`src/rtl/proc_pkg.sv`:
```
// Shared processor definitions used by the load/store unit: FSM state type,
// RV32I load/store funct3 encodings and address-offset helpers.
package proc_pkg;

    typedef enum logic [1:0] {
        IDLE  = 2'd0,
        ISSUE = 2'd1,
        WAIT  = 2'd2,
        RESP  = 2'd3
    } lsu_state_t;

    localparam logic [2:0] LSU_F3_B  = 3'b000;
    localparam logic [2:0] LSU_F3_H  = 3'b001;
    localparam logic [2:0] LSU_F3_W  = 3'b010;
    localparam logic [2:0] LSU_F3_BU = 3'b100;
    localparam logic [2:0] LSU_F3_HU = 3'b101;

    // Halfwords ignore addr[0] and words ignore addr[1:0]: accesses are naturally aligned.
    function automatic logic [1:0] lsu_eff_off(input logic [2:0] f3, input logic [1:0] off);
        case (f3)
            LSU_F3_H, LSU_F3_HU: return {off[1], 1'b0};
            LSU_F3_W:            return 2'b00;
            default:             return off;
        endcase
    endfunction

    function automatic logic lsu_misaligned(input logic [2:0] f3, input logic [1:0] off);
        case (f3)
            LSU_F3_H, LSU_F3_HU: return off[0];
            LSU_F3_W:            return |off;
            default:             return 1'b0;
        endcase
    endfunction

endpackage

```
`src/rtl/lsu_load_align.sv`:
```
// Combinational load-data extractor: shifts the addressed lane down to bit 0
// and sign/zero-extends it according to funct3. Unsupported funct3 yields 0.
module lsu_load_align
    import proc_pkg::*;
(
    input  logic [31:0] dout,
    input  logic [1:0]  off,
    input  logic [2:0]  funct3,
    output logic [31:0] data
);

    logic [31:0] shifted;

    always_comb begin
        shifted = dout >> {off, 3'b000};
        case (funct3)
            LSU_F3_B:  data = {{24{shifted[7]}}, shifted[7:0]};
            LSU_F3_H:  data = {{16{shifted[15]}}, shifted[15:0]};
            LSU_F3_W:  data = shifted;
            LSU_F3_BU: data = {24'd0, shifted[7:0]};
            LSU_F3_HU: data = {16'd0, shifted[15:0]};
            default:   data = '0;
        endcase
    end

endmodule

```
`src/rtl/lsu.sv`:
```
// RV32I load/store unit in front of a synchronous data memory with MEM_LAT read latency.
// Optional macro LSU_MISALIGN_CHK_EN: drop misaligned H/HU/W requests and pulse misalign_o.
module lsu
    import proc_pkg::*;
#(
    parameter int MEM_LAT = 1
) (
    input  logic        clk_i,
    input  logic        rst_i,
    input  logic        req_valid_i,
    output logic        req_ready_o,
    input  logic        req_we_i,
    input  logic [2:0]  req_funct3_i,
    input  logic [31:0] req_addr_i,
    input  logic [31:0] req_wdata_i,
    input  logic [4:0]  req_rd_i,
    output logic        resp_valid_o,
    output logic [31:0] resp_rdata_o,
    output logic [4:0]  resp_rd_o,
    output logic        misalign_o,
    output logic        busy_o,
    output logic [31:0] dm_addr_o,
    output logic [31:0] dm_wen_o,
    output logic [31:0] dm_din_o,
    input  logic [31:0] dm_dout_i
);

    localparam logic [1:0] WAIT_INIT = 2'(MEM_LAT - 1);

    function automatic logic [31:0] store_mask(input logic [2:0] f3, input logic [1:0] off);
        case (f3)
            LSU_F3_B: return 32'h0000_00FF << {off, 3'b000};
            LSU_F3_H: return 32'h0000_FFFF << {off[1], 4'b0000};
            LSU_F3_W: return '1;
            default:  return '0;
        endcase
    endfunction

    function automatic logic [31:0] store_data(input logic [2:0] f3, input logic [31:0] wd);
        case (f3)
            LSU_F3_B: return {4{wd[7:0]}};
            LSU_F3_H: return {2{wd[15:0]}};
            default:  return wd;
        endcase
    endfunction

    lsu_state_t  state_q, state_d;
    logic [1:0]  cnt_q;
    logic [1:0]  off_q;
    logic [2:0]  f3_q;
    logic [4:0]  rd_q;
    logic        we_q;
    logic        misal_q;
    logic        accept;
    logic        misal;
    logic [1:0]  eff_off;
    logic [31:0] load_data;

`ifdef LSU_MISALIGN_CHK_EN
    assign misal = lsu_misaligned(req_funct3_i, req_addr_i[1:0]);
`else
    assign misal = 1'b0;
`endif

    assign req_ready_o = (state_q == IDLE) && !rst_i;
    assign busy_o      = (state_q != IDLE);
    assign accept      = req_valid_i && req_ready_o;
    assign eff_off     = lsu_eff_off(req_funct3_i, req_addr_i[1:0]);

    lsu_load_align u_load_align (
        .dout   (dm_dout_i),
        .off    (off_q),
        .funct3 (f3_q),
        .data   (load_data)
    );

    always_comb begin
        state_d = state_q;
        case (state_q)
            IDLE:    if (accept) state_d = ISSUE;
            // Stores and dropped misaligned requests finish after the issue cycle.
            ISSUE:   state_d = (we_q || misal_q) ? IDLE : WAIT;
            WAIT:    if (cnt_q == 2'd0) state_d = RESP;
            RESP:    state_d = IDLE;
            default: state_d = IDLE;
        endcase
    end

    always_ff @(posedge clk_i) begin
        if (rst_i) begin
            state_q      <= IDLE;
            cnt_q        <= '0;
            off_q        <= '0;
            f3_q         <= '0;
            rd_q         <= '0;
            we_q         <= 1'b0;
            misal_q      <= 1'b0;
            dm_addr_o    <= '0;
            dm_wen_o     <= '0;
            dm_din_o     <= '0;
            resp_valid_o <= 1'b0;
            resp_rdata_o <= '0;
            resp_rd_o    <= '0;
            misalign_o   <= 1'b0;
        end else begin
            state_q      <= state_d;
            dm_wen_o     <= '0;
            resp_valid_o <= 1'b0;
            misalign_o   <= 1'b0;
            // Issue stage: address, mask and data become visible the cycle after accept.
            if (accept) begin
                off_q      <= eff_off;
                f3_q       <= req_funct3_i;
                rd_q       <= req_rd_i;
                we_q       <= req_we_i;
                misal_q    <= misal;
                cnt_q      <= WAIT_INIT;
                misalign_o <= misal;
                dm_addr_o  <= {req_addr_i[31:2], 2'b00};
                if (req_we_i) begin
                    dm_din_o <= store_data(req_funct3_i, req_wdata_i);
                    if (!misal) dm_wen_o <= store_mask(req_funct3_i, eff_off);
                end
            end
            // Wait stage: read data is captured on the last wait cycle.
            if (state_q == WAIT) begin
                if (cnt_q == 2'd0) begin
                    resp_valid_o <= 1'b1;
                    resp_rdata_o <= load_data;
                    resp_rd_o    <= rd_q;
                end else begin
                    cnt_q <= cnt_q - 2'd1;
                end
            end
        end
    end

endmodule

```
`config.mk`:
```
export PLATFORM = sky130hd
export DESIGN_NAME = lsu
export DESIGN_NICKNAME = d
export VERILOG_FILES = /design/src/rtl/proc_pkg.sv /design/src/rtl/lsu_load_align.sv /design/src/rtl/lsu.sv
export SDC_FILE = /design/constraint.sdc
export NUM_CORES = 1
export LEC_CHECK = 0
export BUFFER_PORTS_ARGS = -buffer_cell sky130_fd_sc_hd__buf_2
export CORE_ASPECT_RATIO = 1.1
export CORE_MARGIN = 2
export CORE_UTILIZATION = 50
export CTS_CLUSTER_DIAMETER = 40
export DETAILED_ROUTE_END_ITERATION = 7
export PLACE_DENSITY_LB_ADDON = 0.12
export RECOVER_POWER = 25
export SETUP_SLACK_MARGIN = 0.02
export SLEW_MARGIN = 40
export SYNTH_ARGS = -nofsm -noshare
export SYNTH_HDL_FRONTEND = slang
export SYNTH_SLANG_ARGS = --single-unit
```
`constraint.sdc`:
```
create_clock -name clk_i -period 3.42 [get_ports clk_i]
set_input_delay 0.342 -clock clk_i [delete_from_list [all_inputs] [get_ports clk_i]]
set_output_delay 0.342 -clock clk_i [all_outputs]
set_load 0.05 [all_outputs]
```
==> qor.yml <==
synthTopCellsByCount: "nand2_1 (130), dfxtp_1 (119), o21ai_0 (58)"
cts_made_buffers: 17
coreArea_um2: 10300
final_util_pct: 66.1
diodes: 0
wire_per_inst_um: 14.3
grt_pass1_wl_um: 21800
ios: 245
synth-edff-count: 0
critPathCaptureType: "output port"
max-vdd-ir-drop_v: 0.000383
required_ns: 3.08
portBuffers: 241
die_w_um: 102
critical_path_arrival_ns: 2.45
rrSetupSlack_ns: 0.69
placed_cell_area_um2: 6260
dp_hpwl_um: 9920
cts_setup_buffers: 0
slew_headroom_pct: -8.64
core.rowCount: 39
ys_types: 41
clock_latency_ns: 0.41
pre_cts_ws_ns: 0.728
drc: 0
fin_ws_ns: 0.626
rsz0062_at_grt: "false"
wirelength_um: 13900
hold_buffers: 0
async_reset_ff_share_pct: 0
cts_root_buf: "clkbuf_16"
hold_violations: 0
fin_worst_skew_ns: 0.00661
vias: 5005
fin_crit_ns: 2.79
grt_overflow_total: 0
dr.pass1.iters: 5
finalCritPeriodShare_pct: 81.7
ys_ff_latch: 119
critPathKind: "input port to output port"
hp-class: "input port to flop"
dieArea_um2: 11300
layout.nets: 924
max_freq_ghz: 0.358
fin_area_um2: 6810
antenna_found_initial: 0
ys.flop_type: "dfxtp_1"
initial_core_util_pct: 50.8
h-tree-depth: 4
pwr_density_cell_nw_per_um2: 625
cp_max_fo: 49
yosysMostFrequentCell: "nand2_1"
synth.top_cell.area_share_pct: 45.6
power.leakage_nw: 2.97
yosysSeqAreaShare_pct: 45.6
routed_via_density: 5.15
drive_gt1_share_pct: 30.6
outcome: "finished with violations"
maxCapViolations: 1
violations: "max-capacitance violations, max-slew violations"
cts_sinks: 119
cts.path.max_buffers: 2
setup_viol: 0
ys.warnings.count: 0
dr.first_iter.drc_count: 290
ant_nets: 0
grt_max_degree: 50
synthCells: 622
tritoncts: "yes"
cts.clk_slew.worst_paths_ns: 0.05
first_global_vias: 4692
gp_congestion: 0.895
start_kind: "input port"
synth_largest_area_cell: "dfxtp_1"
report.final.slew_viol_count: 50
avgSynthCellArea_um2: 8.41
syn2layout_area_growth_pct: 30.2
synthesis.area_um2: 5230
grt_util_all_layers_pct: 24.1
die_y_um: 111
synth_area_leaders: "dfxtp_1 (46%), nand2_1 (9.3%), o21ai_0 (5.6%)"
cts.repair.resized: 0
final.setup.tns_ns: 0
worstMarginPinSlew_ns: 1.63
## path summary, 6_finish.rpt
kind | from | end | cells after the start
worst min-delay path | req_addr_i[26] | dm_addr_o[26] | 3
worst min register to register | dm_din_o[7] | dm_din_o[7] | 2
worst max register to register | cnt_q[0] | resp_rdata_o[16] | 5
worst max-delay path | rst_i | req_ready_o | 4
## area by class of cell
cell class / count / area (µm²)
multi-input combinational: 426 / 2440
sequential: 119 / 2380
timing repair buffer: 247 / 1170
fill: 923 / 3490
clock inverter: 8 / 118
clock buffer: 24 / 502
tap: 143 / 179
inverter: 5 / 18.8
## where the power goes
part / switching (W) / internal [W]
clock network: 0.000594 / 0.00124
logic: 0.000623 / 0.000229
registers: 0.0000768 / 0.00150
total: 0.00129 / 0.00296
## stage by stage
step	hold slack [ns]	std cells	power, W
finish	0.128	972	0.00426
global route	0.127	972	0.00442
CTS	0.119	972	0.00429
detailed placement	0.445	940	0.00246
global placement	0.436	940	0.00244
floorplan	0.421	624	0.00223
## per-layer routing
metal	part of all wire (%)	up-vias	global-route usage, %
met5	0	-	0
met4	2.8	0	11.1
met3	7.3	31	7.38
met2	47	233	37.5
met1	43	2255	30.4
li1	-	2486	-
## cells by family (layout without fill, tap and decap cells)
group / Yosys count / count (layout) / share of synthesized area, %
compound gates: 146 / 146 / 18.2
buf+inv: 79 / 284 / 8.23
other cells: 1 / 3 / 0.0717
simple gates: 244 / 244 / 21.2
mux: 33 / 33 / 6.75
flops: 119 / 119 / 45.6
## flip-flops by register name (all words and copies together) (netlist names), 2 cells and up, named ones only
name and cells:
dm_din_o 32, rd_q 5, cnt_q 2, dm_wen_o 4, f3_q 3, off_q 2, dm_addr_o 30, resp_rdata_o 32
resp_rd_o 5
## worst max-delay path, stage by stage
cell	delay [ns]
clkbuf_1	1.15
buf_4	0.61
nor2_1	0.09
buf_2	0.22
## cell usage in the layout, fill, tap and decap left out, drive strengths merged
cell	count
buf	185
nand2	130
dfxtp	119
clkbuf	86
o21ai	58
nor2	42
nand2b	40
a21oi	30
mux2	18
a211oi	16
a221o	16
mux2i	15
a22oi	10
nand3	9
a311oi	8
inv	5
nand3b	5
clkinv	4
or2	4
nor3	4
conb	3
bufinv	3
or3	2
o21bai	2
nor3b	2
and2	1
or3b	1
or4b	1
o2111ai	1
nor4	1
a21o	1
o221ai	1
or4	1
a21boi	1
o32ai	1
nor2b	1
o211ai	1
clkinvlp	1
No activity file was read; power rests on OpenSTA's default activity.
